[src/rtl/elevator_pkg.sv]
// Shared types and call-detection helpers for the elevator dispatcher.
// Helpers take calls widened to MAX_FLOORS so one definition serves every floor count.
package elevator_pkg;

  localparam int NUM_FLOORS_DEF = 4;
  localparam int MAX_FLOORS     = 16;
  localparam int MAX_FW         = 4;

  typedef enum logic [2:0] {
    IDLE,
    STEP_UP,
    STEP_DOWN,
    WAIT_MOVE,
    DOOR_OPEN
  } disp_state_t;

  typedef enum logic {
    DIR_UP   = 1'b0,
    DIR_DOWN = 1'b1
  } dir_t;

  function automatic logic call_above(input logic [MAX_FLOORS-1:0] calls,
                                      input logic [MAX_FW-1:0]     pos);
    logic hit;
    hit = 1'b0;
    for (int i = 0; i < MAX_FLOORS; i++) begin
      if (calls[i] && (i > int'(pos))) hit = 1'b1;
    end
    return hit;
  endfunction

  function automatic logic call_below(input logic [MAX_FLOORS-1:0] calls,
                                      input logic [MAX_FW-1:0]     pos);
    logic hit;
    hit = 1'b0;
    for (int i = 0; i < MAX_FLOORS; i++) begin
      if (calls[i] && (i < int'(pos))) hit = 1'b1;
    end
    return hit;
  endfunction

endpackage

[src/rtl/elevator_cycle_timer.sv]
// Loadable down-counter; done is high whenever the count has reached zero.
// Load wins over run; the count parks at zero rather than wrapping.
module elevator_cycle_timer #(
  parameter int W = 4
) (
  input  logic         clk,
  input  logic         reset,
  input  logic         load,
  input  logic [W-1:0] load_value,
  input  logic         run,
  output logic         done
);

  logic [W-1:0] count;

  always_ff @(posedge clk) begin
    if (reset) begin
      count <= '0;
    end else if (load) begin
      count <= load_value;
    end else if (run && (count != '0)) begin
      count <= count - 1'b1;
    end
  end

  assign done = (count == '0);

endmodule

[src/rtl/elevator_dispatcher.sv]
// SCAN dispatcher: latches floor calls, pulses up/down to the car, waits for the
// floor to change, and holds the door at served floors. Outputs decode from state.
module elevator_dispatcher
  import elevator_pkg::*;
#(
  parameter  int NUM_FLOORS   = NUM_FLOORS_DEF,
  parameter  int DOOR_CYCLES  = 8,
  parameter  int MOVE_TIMEOUT = 64,
  localparam int FW           = $clog2(NUM_FLOORS)
) (
  input  logic                  clk,
  input  logic                  reset,
  input  logic [NUM_FLOORS-1:0] req,
  input  logic [FW-1:0]         floor,
  output logic                  up,
  output logic                  down,
  output logic                  door_open,
  output logic [NUM_FLOORS-1:0] pending,
  output logic                  fault,
  output disp_state_t           dbg_state
);

  localparam int DTW = $clog2(DOOR_CYCLES + 1);
  localparam int MTW = $clog2(MOVE_TIMEOUT);
  localparam logic [NUM_FLOORS-1:0] FLOOR0 = NUM_FLOORS'(1);

  // Handshake: none. up/down are fire-and-forget pulses; the car acknowledges
  // only by changing floor, which is watched in WAIT_MOVE under a timeout.

  disp_state_t state, next_state;
  dir_t        dir, next_dir;
  logic [FW-1:0] issue_floor;
  logic        next_fault;

  logic [MAX_FLOORS-1:0] pend_wide, req_wide;
  logic [MAX_FW-1:0]     floor_wide;
  logic        floor_legal, here, above, below;
  logic        clr_en;
  logic [NUM_FLOORS-1:0] clr;

  logic door_load, door_run, door_done;
  logic move_load, move_run, move_done;

  always_comb begin
    pend_wide  = '0;
    req_wide   = '0;
    floor_wide = '0;
    pend_wide[NUM_FLOORS-1:0] = pending;
    req_wide[NUM_FLOORS-1:0]  = req;
    floor_wide[FW-1:0]        = floor;
  end

  assign floor_legal = (floor_wide <= MAX_FW'(NUM_FLOORS - 1));
  assign here        = floor_legal && pend_wide[floor_wide];
  assign above       = call_above(pend_wide, floor_wide);
  assign below       = call_below(pend_wide, floor_wide);

  always_comb begin
    next_state = state;
    next_dir   = dir;
    next_fault = fault;
    door_load  = 1'b0;
    door_run   = 1'b0;
    move_load  = 1'b0;
    move_run   = 1'b0;
    if (!floor_legal) begin
      next_fault = 1'b1;
      next_state = IDLE;
    end else if (fault) begin
      next_state = IDLE;
    end else begin
      case (state)
        IDLE: begin
          if (here) begin
            next_state = DOOR_OPEN;
            door_load  = 1'b1;
          end else if (above && ((dir == DIR_UP) || !below)) begin
            next_state = STEP_UP;
            next_dir   = DIR_UP;
          end else if (below) begin
            next_state = STEP_DOWN;
            next_dir   = DIR_DOWN;
          end
        end
        STEP_UP, STEP_DOWN: begin
          next_state = WAIT_MOVE;
          move_load  = 1'b1;
        end
        WAIT_MOVE: begin
          if (floor != issue_floor) begin
            next_state = here ? DOOR_OPEN : IDLE;
            door_load  = here;
          end else if (move_done) begin
            next_fault = 1'b1;
            next_state = IDLE;
          end else begin
            move_run = 1'b1;
          end
        end
        DOOR_OPEN: begin
          // A press at the open floor keeps the door open instead of queueing a call.
          if (req_wide[floor_wide]) begin
            door_load = 1'b1;
          end else if (door_done) begin
            next_state = IDLE;
          end else begin
            door_run = 1'b1;
          end
        end
        default: next_state = IDLE;
      endcase
    end
  end

  assign clr_en = floor_legal && ((state == DOOR_OPEN) || (next_state == DOOR_OPEN));
  assign clr    = clr_en ? (FLOOR0 << floor) : '0;

  always_ff @(posedge clk) begin
    if (reset) begin
      state       <= IDLE;
      dir         <= DIR_UP;
      fault       <= 1'b0;
      pending     <= '0;
      issue_floor <= '0;
    end else begin
      state   <= next_state;
      dir     <= next_dir;
      fault   <= next_fault;
      pending <= (pending | req) & ~clr;
      if ((state == STEP_UP) || (state == STEP_DOWN)) issue_floor <= floor;
    end
  end

  // Door timer holds DOOR_CYCLES-1 on the first open cycle so the door lasts DOOR_CYCLES.
  elevator_cycle_timer #(.W(DTW)) u_door_timer (
    .clk        (clk),
    .reset      (reset),
    .load       (door_load),
    .load_value (DTW'(DOOR_CYCLES - 1)),
    .run        (door_run),
    .done       (door_done)
  );

  elevator_cycle_timer #(.W(MTW)) u_move_timer (
    .clk        (clk),
    .reset      (reset),
    .load       (move_load),
    .load_value (MTW'(MOVE_TIMEOUT - 1)),
    .run        (move_run),
    .done       (move_done)
  );

  assign up        = (state == STEP_UP);
  assign down      = (state == STEP_DOWN);
  assign door_open = (state == DOOR_OPEN);
  assign dbg_state = state;

endmodule

[config.mk]
export PLATFORM = sky130hd
export DESIGN_NAME = elevator_dispatcher
export DESIGN_NICKNAME = d
export VERILOG_FILES = /design/src/rtl/elevator_pkg.sv /design/src/rtl/elevator_cycle_timer.sv /design/src/rtl/elevator_dispatcher.sv
export SDC_FILE = /design/constraint.sdc
export NUM_CORES = 1
export LEC_CHECK = 0
export CORE_MARGIN = 2
export CORE_UTILIZATION = 30
export CTS_CLUSTER_SIZE = 28
export DETAILED_ROUTE_END_ITERATION = 6
export PLACE_DENSITY = 0.55
export SYNTH_ARGS = -nofsm -noshare
export SYNTH_HDL_FRONTEND = slang
export SYNTH_HIERARCHICAL = 1
export SYNTH_SLANG_ARGS = --single-unit
[constraint.sdc]
create_clock -name clk -period 7 [get_ports clk]
set_clock_uncertainty 0.2 [all_clocks]
set_input_delay 2.1 -clock clk [delete_from_list [all_inputs] [get_ports clk]]
set_output_delay 2.1 -clock clk [all_outputs]
set_load 0.02 [all_outputs]
## Yosys cells after proc, flatten, opt, wreduce, memory -nomap -nowiden

Cells that the tools add are included.

| word-level totals | value |
|---|---|
| register bits | 21 |
| latch bits | 0 |
| memory bits (writable) | 0 |
| bits in read-only memories | 0 |
| output and inout port bits | 11 |
| word-level logic and storage cells | 112 |
| memories kept | 0 |

| cells by class | value |
|---|---|
| $add $sub $neg | 2 |
| $mul | 0 |
| divide/modulo/power cells | 0 |
| order comparisons | 9 |
| eq/ne operators | 6 |
| shifts and indexed selects | 1 |
| multiplexer cells | 53 |
| bitwise gates (word level) | 6 |
| reductions and logical operators | 27 |

Operator list:

| cell | number |
|---|---|
| 2-to-1 mux 3 bit | 12 |
| 2-to-1 mux 1 bit | 34 |
| logical AND 1 bit | 12 |
| 2-to-1 mux 6 bit | 2 |
| case mux 3 bit (4 select lines) | 1 |
| == test 3 x 2 -> 1 bit, second input constant | 2 |
| == test 3 bit, second input constant | 2 |
| logical NOT 6 bit | 1 |
| nonzero test 2 bit | 3 |
| nonzero test 6 bit | 1 |
| subtractor 6 x 1 -> 6 bit, second input constant | 1 |
| less-than comparator 2 x 5 -> 1 bit, second input constant | 1 |
| AND reduction 5 bit | 1 |
| AND 4 bit | 1 |
| binary-select mux 1 bit (select 2 bit) | 2 |
| > comparator 2 bit, first input constant | 2 |
| logical NOT 4 bit | 1 |
| less-than comparator 1 x 2 -> 1 bit, first input constant | 2 |
| less-than comparator 2 bit, first input constant | 2 |
| 2-to-1 mux 4 bit | 1 |
| inverter 4 bit | 1 |
| OR 4 bit | 1 |
| nonzero test 4 bit | 1 |
| OR reduction 2 bit | 2 |
| other kinds (11) | 15 |

## Depth between registers and ports, before layout

Gate-level depths: netlist (run 1).

| depth | value |
|---|---|
| depth after elaboration | 20 |
| mapped depth | 9 |

## Cells and area by module

The synthesis (run 1) kept the hierarchy.

Modules (own cells, without submodules):

| module | instances | cells an instance | area an instance (um2) |
|---|---|---|---|
| elevator_dispatcher | 1 | 87 | 686.9 |
| elevator_cycle_timer at u_move_timer | 1 | 42 | 371.6 |
| elevator_cycle_timer at u_door_timer | 1 | 29 | 262.8 |

## Worst setup path after synthesis (run 1)

OpenSTA, ideal clock, no wires.

| timing path | value |
|---|---|
| kind | input -> register |
| from | input floor[1] |
| to | register u_move_timer.count[5] |
| setup time | 126 ps |
| arrival time | 4,031 ps |
| required time | 6,674 ps |
| path slack | 2,643 ps |
| stages on the path | 8 |
| path buffers | 1 |
| cells stage by stage | buf_1 -> xnor2_1 -> nand2_1 -> nor4_1 -> or4b_4 -> nor3_2 -> mux2i_1 -> a211oi_1 |

| between the ends | value |
|---|---|
| word-level cells in the longest chain between the ends | 7 |
| elaborated cells on any way between the ends | 10 |
| those cells by class | order compare (1); eq/ne (1); mux (6); reduce/logical (2) |

RTL lines:

| item | RTL line | text |
|---|---|---|
| start: declaration | elevator_dispatcher.sv:14 | `input logic [FW-1:0] floor,` |
| != test 2 bit | elevator_dispatcher.sv:90 | `if (floor != issue_floor) begin` |
| 2-to-1 mux 1 bit | elevator_dispatcher.sv:90 |  |
| 2-to-1 mux 1 bit | elevator_dispatcher.sv:72 | `case (state)` |
| 2-to-1 mux 1 bit | elevator_dispatcher.sv:69 | `end else if (fault) begin` |
| 2-to-1 mux 1 bit (*) | elevator_dispatcher.sv:66 | `if (!floor_legal) begin` |
| named net move_run | elevator_dispatcher.sv:42 | `logic move_load, move_run, move_done;` |
| logical AND 1 bit (*) | elevator_cycle_timer.sv:21 | `end else if (run && (count != '0)) begin` |
| nonzero test 2 bit (no line) (*) | -- |  |
| end signal: assignment | elevator_cycle_timer.sv:20 | `count <= load_value;` |
| end signal: assignment | elevator_cycle_timer.sv:22 | `count <= count - 1'b1;` |
| end: declaration | elevator_cycle_timer.sv:14 | `logic [W-1:0] count;` |

Mark *: on every way through the listed nets, which the timed path passes. The rest lies on a longest branch.
A chain may end at the register's enable or synchronous reset.

## Worst setup path in the final report (run 1)

| timing path | value |
|---|---|
| from | input floor[0] |
| to | register u_door_timer.count[3] |

| between the ends | value |
|---|---|
| elaborated cells on any way between the ends | 19 |
| those cells by class | order compare (1); eq/ne (1); mux (14); reduce/logical (3) |

RTL lines:

| item | RTL line | text |
|---|---|---|
| binary-select mux 1 bit (select 2 bit) | elevator_dispatcher.sv:102 | `if (req_wide[floor_wide]) begin` |
| 2-to-1 mux 1 bit (not written as such) | elevator_dispatcher.sv:102 |  |
| 2-to-1 mux 1 bit | elevator_dispatcher.sv:102 |  |
| 2-to-1 mux 1 bit | elevator_dispatcher.sv:72 |  |
| 2-to-1 mux 1 bit | elevator_dispatcher.sv:69 |  |
| 2-to-1 mux 1 bit (*) | elevator_dispatcher.sv:66 |  |
| named net door_run | elevator_dispatcher.sv:41 | `logic door_load, door_run, door_done;` |
| logical AND 1 bit (*) | elevator_cycle_timer.sv:21 |  |
| end signal: assignment | elevator_cycle_timer.sv:20 |  |
| end signal: assignment | elevator_cycle_timer.sv:22 |  |
| end: declaration | elevator_cycle_timer.sv:14 |  |

Mark *: on every way through the listed nets, which the timed path passes. The rest lies on a longest branch. The select of a mux whose other input is x is not followed.

==> results of run 1 <==
-- worst paths after layout --
kind / start / endpoint / slack, ps / cells past startpoint
worst max register to register: u_door_timer/count[1] / u_door_timer/count[3] / 3950 / 9
worst max-delay path: floor[0] / u_door_timer/count[3] / 2090 / 6
worst min-delay path: issue_floor[1] / issue_floor[1] / 330 / 2
worst min register to register: issue_floor[1] / issue_floor[1] / 330 / 2
-- metrics by stage --
| stage | total power, uW | cell area [um^2] | util (%) |
|---|---|---|---|
| floorplan | 434 | 1350 | - |
| finish | 602 | 1610 | 37.5 |
| global route | 652 | 1610 | 37.5 |
| CTS | 603 | 1610 | 37.5 |
| global placement | 512 | 1570 | 36.5 |
| detailed placement | 517 | 1570 | 36.5 |
-- per-layer routing --
layer	GRT usage (%)	vias to the layer above	share of wire, %
met5	0	-	0
met4	8.12	0	1.6
met3	2.45	5	3.7
met2	21.3	33	44
met1	16.6	566	50
li1	-	621	-
-- synthesized netlist by cell type, types with 2 or more instances --
cell type / count
nand3_1: 3
nor3b_1: 2
nor2b_1: 2
inv_1: 12
a21oi_1: 7
or3_1: 3
clkbuf_1: 2
conb_1: 2
mux2i_1: 5
buf_1: 2
dfxtp_1: 21
a311oi_1: 7
a31oi_1: 2
ha_1: 3
a211oi_1: 6
nand2_1: 9
nor2_1: 25
a21o_1: 2
nor3_1: 7
or4b_4: 2
or2_2: 2
nor4_1: 3
xnor2_1: 4
o21ai_0: 4
-- cell families after synthesis --
group,synth area share [%]
fa+ha+maj,2.84
buf+inv,5.78
compound gates,22.9
other cells,0.568
xor+xnor,2.65
flops,31.8
simple gates,25.9
mux,7.48
-- critical path, cell delays in order --
cell and delay, ps:
clkdlybuf4s50_1 680, mux4_1 650, nor3_1 720, nor4b_2 370, mux2i_1 220, a211oi_1 90
-- area by class of cell --
| type | instances | area share (%) |
|---|---|---|
| clock buffers | 4 | 2.80 |
| well taps | 52 | 4.04 |
| inverters | 12 | 2.80 |
| flip-flops and latches | 21 | 26.1 |
| repair buffers | 18 | 11.2 |
| multi-input cells | 127 | 53.1 |
-- power groups by stage --
stage / clock [uW] / sequential (uW) / combinational, uW
after detailed placement: 0 / 207 / 310
after global routing: 93.2 / 213 / 346
final: 82.0 / 205 / 315
after floorplan: 0 / 206 / 228
after CTS: 85.9 / 205 / 313
after global placement: 0 / 206 / 306
-- sequential cells by signal, summed over array words and instances (netlist names) --
signal              cells
dir                     1
fault                   1
pending                 4
dbg_state               3
u_door_timer/count      4
issue_floor             2
u_move_timer/count      6
==> flow_metrics.py, run 1 <==
metrics = {
    "status": {
        "status": "completed",
    },
    "die": {
        "core_area_um2": 4290,
        "dieHeight_um": 70.4,
        "die_area_um2": 4950,
        "rows": 24,
        "die_x_um": 70.4,
        "pin_count": 19,
        "initial_core_util_pct": 30.8,
    },
    "final_layout": {
        "layout_common_cells": "nor2_1 (25), dfxtp_1 (21), clkdlybuf4s50_1 (18)",
        "fillers": 435,
        "layout.cells.non_filler": 234,
        "syn_to_final_growth_pct": 21.9,
        "multi_input_comb_area_um2": 855,
        "diodes": 0,
        "layout-drive-gt1-share_pct": 7.69,
        "fin_nets": 194,
        "layout_commonest_cell": "nor2_1",
        "regArea_um2": 420,
    },
    "power": {
        "p_sw_uw": 265,
        "vdd_drop_max_mv": 0.125,
        "power_leakage_uw": 0.000586,
        "power_frac_comb_pct": 52.3,
        "p_int_uw": 337,
        "p_per_area_nw_per_um2": 374,
        "power_frac_clock_pct": 13.6,
        "power_frac_seq_pct": 34.0,
        "switching_share_pct": 44.0,
    },
    "synth": {
        "synth_top_area_share_pct": 31.8,
        "postSynthCellCount": 158,
        "synth-edff-count": 0,
        "ys.warnings.count": 6,
        "synth_cell_types": 45,
        "ys_ff_latch": 21,
        "async_flop_share_pct": 0,
        "syn_area_per_cell_um2": 8.36,
        "syn_area_um2": 1320,
        "yosys-top-cells-area": "dfxtp_1 (32%), nor2_1 (7.1%), a311oi_1 (4.6%)",
        "yosysTopAreaCell": "dfxtp_1",
        "seq_area_frac_synth_pct": 31.8,
        "ys.flop_type": "dfxtp_1",
    },
    "timing": {
        "worst_slew_pin_slew_ps": 896,
        "max-slew-margin-rel_pct": 40.1,
        "setup_ws_ps": 2090,
        "rsz0062_at_grt": "false",
        "fin_crit_sh_pct": 70.1,
        "tns_ps": 0,
        "min_period_ps": 4910,
        "setup_violations": 0,
        "drv_slew": 0,
        "fmax_mhz": 204,
        "finalHoldViolations": 0,
        "hold_slack_ps": 331,
    },
    "cts": {
        "holdBufCountCts": 0,
        "path_clk_slew_ps": 80,
        "cts_tree": "built",
        "cts_resized": 0,
        "htreeDepth": 1,
        "cts_setup_buffers": 0,
        "cts_buffers": 3,
        "clock-sinks": 21,
        "ctsLongestPathBuffers": 2,
        "root_buffer": "clkbuf_8",
        "insertion_delay_ps": 260,
    },
    "setup_path": {
        "cp.required_ps": 6910,
        "crit_fanout": 9,
        "arrival_ps": 4820,
        "worstSetupStartpointType": "input pin",
        "cp-end-kind": "flop",
        "critPathKind": "input pin to flop",
    },
    "hold_path": {
        "hp-class": "flop to flop",
    },
    "drt": {
        "antenna_left": 0,
        "num_vias": 1225,
        "avgViaCountPerCell": 5.24,
        "first_pass_iters": 7,
        "wl_per_cell_um": 13.2,
        "wl_mm": 3.08,
        "post-route-drc-count": 0,
        "drtIter0Drc": 58,
    },
    "global_routing": {
        "antenna_found_initial": 0,
        "first_global_vias": 1169,
        "track_usage_pct": 13.4,
        "grt_pass1_wl_mm": 5.28,
        "grt_max_degree": 22,
        "grt_remaining_overflow": 0,
    },
    "place": {
        "port_buffers": 18,
        "gp_congestion": 0.854,
        "dp_hpwl_mm": 2.25,
        "place_inst": 230,
        "pre_cts_ws_ps": 1830,
    },
    "flow_run": {
        "cap_violations": 0,
    },
}
No activity file was read; power rests on OpenSTA's default activity.
==> inputs of run 2 (changes only) <==
- clock period: 7 -> 5.08 ns (I/O delays scaled with it)
==> run 2 against run 1 <==
- sequential cell count did not move
- largest power group unchanged
- sequential share of layout area fell by 0.24 points
- highest routed layer unchanged
- final area rose by 0.93%
- combinational power rose by 36%
==> flow_metrics.py, run 2 (synthesis gave the netlist of run 1 again) <==
metrics = {
    "drt": {
        "antenna_left": 0,
        "avgViaCountPerCell": 5.19,
        "first_pass_iters": 4,
        "drtIter0Drc": 53,
        "num_vias": 1226,
        "post-route-drc-count": 0,
        "wl_mm": 2.90,
        "wl_per_cell_um": 12.3,
    },
    "timing": {
        "max-slew-margin-rel_pct": 38.8,
        "finalHoldViolations": 0,
        "worst_slew_pin_slew_ps": 915,
        "min_period_ps": 4110,
        "setup_violations": 0,
        "fmax_mhz": 244,
        "drv_slew": 0,
        "tns_ps": 0,
        "fin_crit_sh_pct": 80.8,
        "rsz0062_at_grt": "false",
    },
    "hold_path": {
        "hp-class": "flop to flop",
        "min_from": "issue_floor[1]",
    },
    "setup_path": {
        "crit_fanout": 9,
        "cp-end-kind": "flop",
        "worstSetupStartpointType": "input pin",
        "crit_chain": "clkdlybuf4s50_1, xnor2_1, nand2_1, nor4_1, or4b_4, nor3_2, mux2i_1, a211oi_1",
        "cp.required_ps": 4980,
        "timing.rr.start": "u_move_timer/count[0]",
        "arrival_ps": 4000,
        "slowest_delay_ps": 680,
        "slowest_stage": "clkdlybuf4s50_1",
        "critPathKind": "input pin to flop",
        "cp-startpoint": "floor[0]",
    },
    "place": {
        "dp_hpwl_mm": 2.12,
        "port_buffers": 18,
        "gp_congestion": 0.823,
        "place_inst": 232,
    },
    "cts": {
        "htreeDepth": 1,
        "insertion_delay_ps": 260,
        "root_buffer": "clkbuf_8",
        "cts_tree": "built",
        "cts_resized": 0,
        "path_clk_slew_ps": 70,
        "holdBufCountCts": 0,
        "cts_buffers": 3,
        "ctsLongestPathBuffers": 2,
        "clock-sinks": 21,
        "cts_setup_buffers": 0,
    },
    "final_layout": {
        "largest_reg_flops": 6,
        "layout_commonest_cell": "nor2_1",
        "syn_to_final_growth_pct": 23.0,
        "layout-drive-gt1-share_pct": 8.70,
        "fillers": 430,
        "layout_common_cells": "nor2_1 (25), dfxtp_1 (21), clkdlybuf4s50_1 (18)",
        "fin_nets": 196,
        "reg_top3": "u_move_timer/count x6, pending x4, u_door_timer/count x4",
        "layout.cells.non_filler": 236,
        "fin_util_pct": 37.8,
        "diodes": 0,
        "largest-register": "u_move_timer/count",
    },
    "die": {
        "dieHeight_um": 70.4,
        "rows": 24,
        "core_area_um2": 4290,
        "pin_count": 19,
        "initial_core_util_pct": 30.8,
        "die_x_um": 70.4,
        "die_area_um2": 4950,
    },
    "status": {
        "status": "completed",
    },
    "global_routing": {
        "grt_remaining_overflow": 0,
        "track_usage_pct": 12.6,
        "grt_pass1_wl_mm": 5.15,
        "grt_max_degree": 22,
        "first_global_vias": 1149,
        "antenna_found_initial": 0,
    },
    "power": {
        "vdd_drop_max_mv": 0.174,
        "p_per_area_nw_per_um2": 505,
        "power_leakage_uw": 0.000596,
    },
    "flow_run": {
        "cap_violations": 0,
    },
}
==> run 2: cell types whose count changed in the layout (fill, tap and decap cells not counted) <==
cell   delta
buf_4     +2
==> run 2: path summary, 6_finish.rpt <==
kind                      endpoint  slack [ps]  cells after the start
max          u_move_timer/count[5]         970                      8
min reg2reg         issue_floor[1]         340                      2
min                 issue_floor[1]         340                      2
max reg2reg  u_move_timer/count[5]        2250                      9
==> run 2: metal layers <==
layer | up-vias | track usage [%] | part of all wire [%]
met5 | - | 0 | 0
met4 | 0 | 4.70 | 1.7
met3 | 6 | 2.45 | 5.0
met2 | 36 | 19.8 | 43
met1 | 561 | 17.0 | 50
li1 | 623 | - | -
==> run 2: metrics by stage <==
step | power, uW | setup slack, ps | cell area (um^2) | hold slack, ps
5_1_grt | 899 | 729 | 1630 | 366
4_1_cts | 825 | 952 | 1630 | 339
3_3_place_gp | 705 | 737 | 1580 | 301
2_1_floorplan | 598 | 1300 | 1350 | 284
3_5_place_dp | 711 | 671 | 1580 | 317
6_report | 821 | 975 | 1630 | 336
==> run 2: critical path: cells and delay by family <==
| family | cells | cell delay (ps) |
|---|---|---|
| AO/OA/AOI/OAI | 1 | 90 |
| XOR/XNOR | 1 | 190 |
| multiplexers | 1 | 200 |
| AND/OR/NAND/NOR | 4 | 1330 |
| buffers and inverters | 1 | 680 |
==> run 2: layout make-up <==
class                   count  area, um^2  share of cell area [%]
clock buffers               4        45.0                    2.77
flip-flops and latches     21         420                    25.9
well taps                  52        65.1                    4.00
repair buffers             20         195                    12.0
inverters                  12        45.0                    2.77
multi-input cells         127         855                    52.6
==> run 2: power by group <==
part / internal (uW) / total (uW) / switching [uW]
Clock: 55.8 / 112 / 56.2
Combinational: 190 / 427 / 237
Sequential: 218 / 282 / 63.5
Total: 464 / 821 / 356
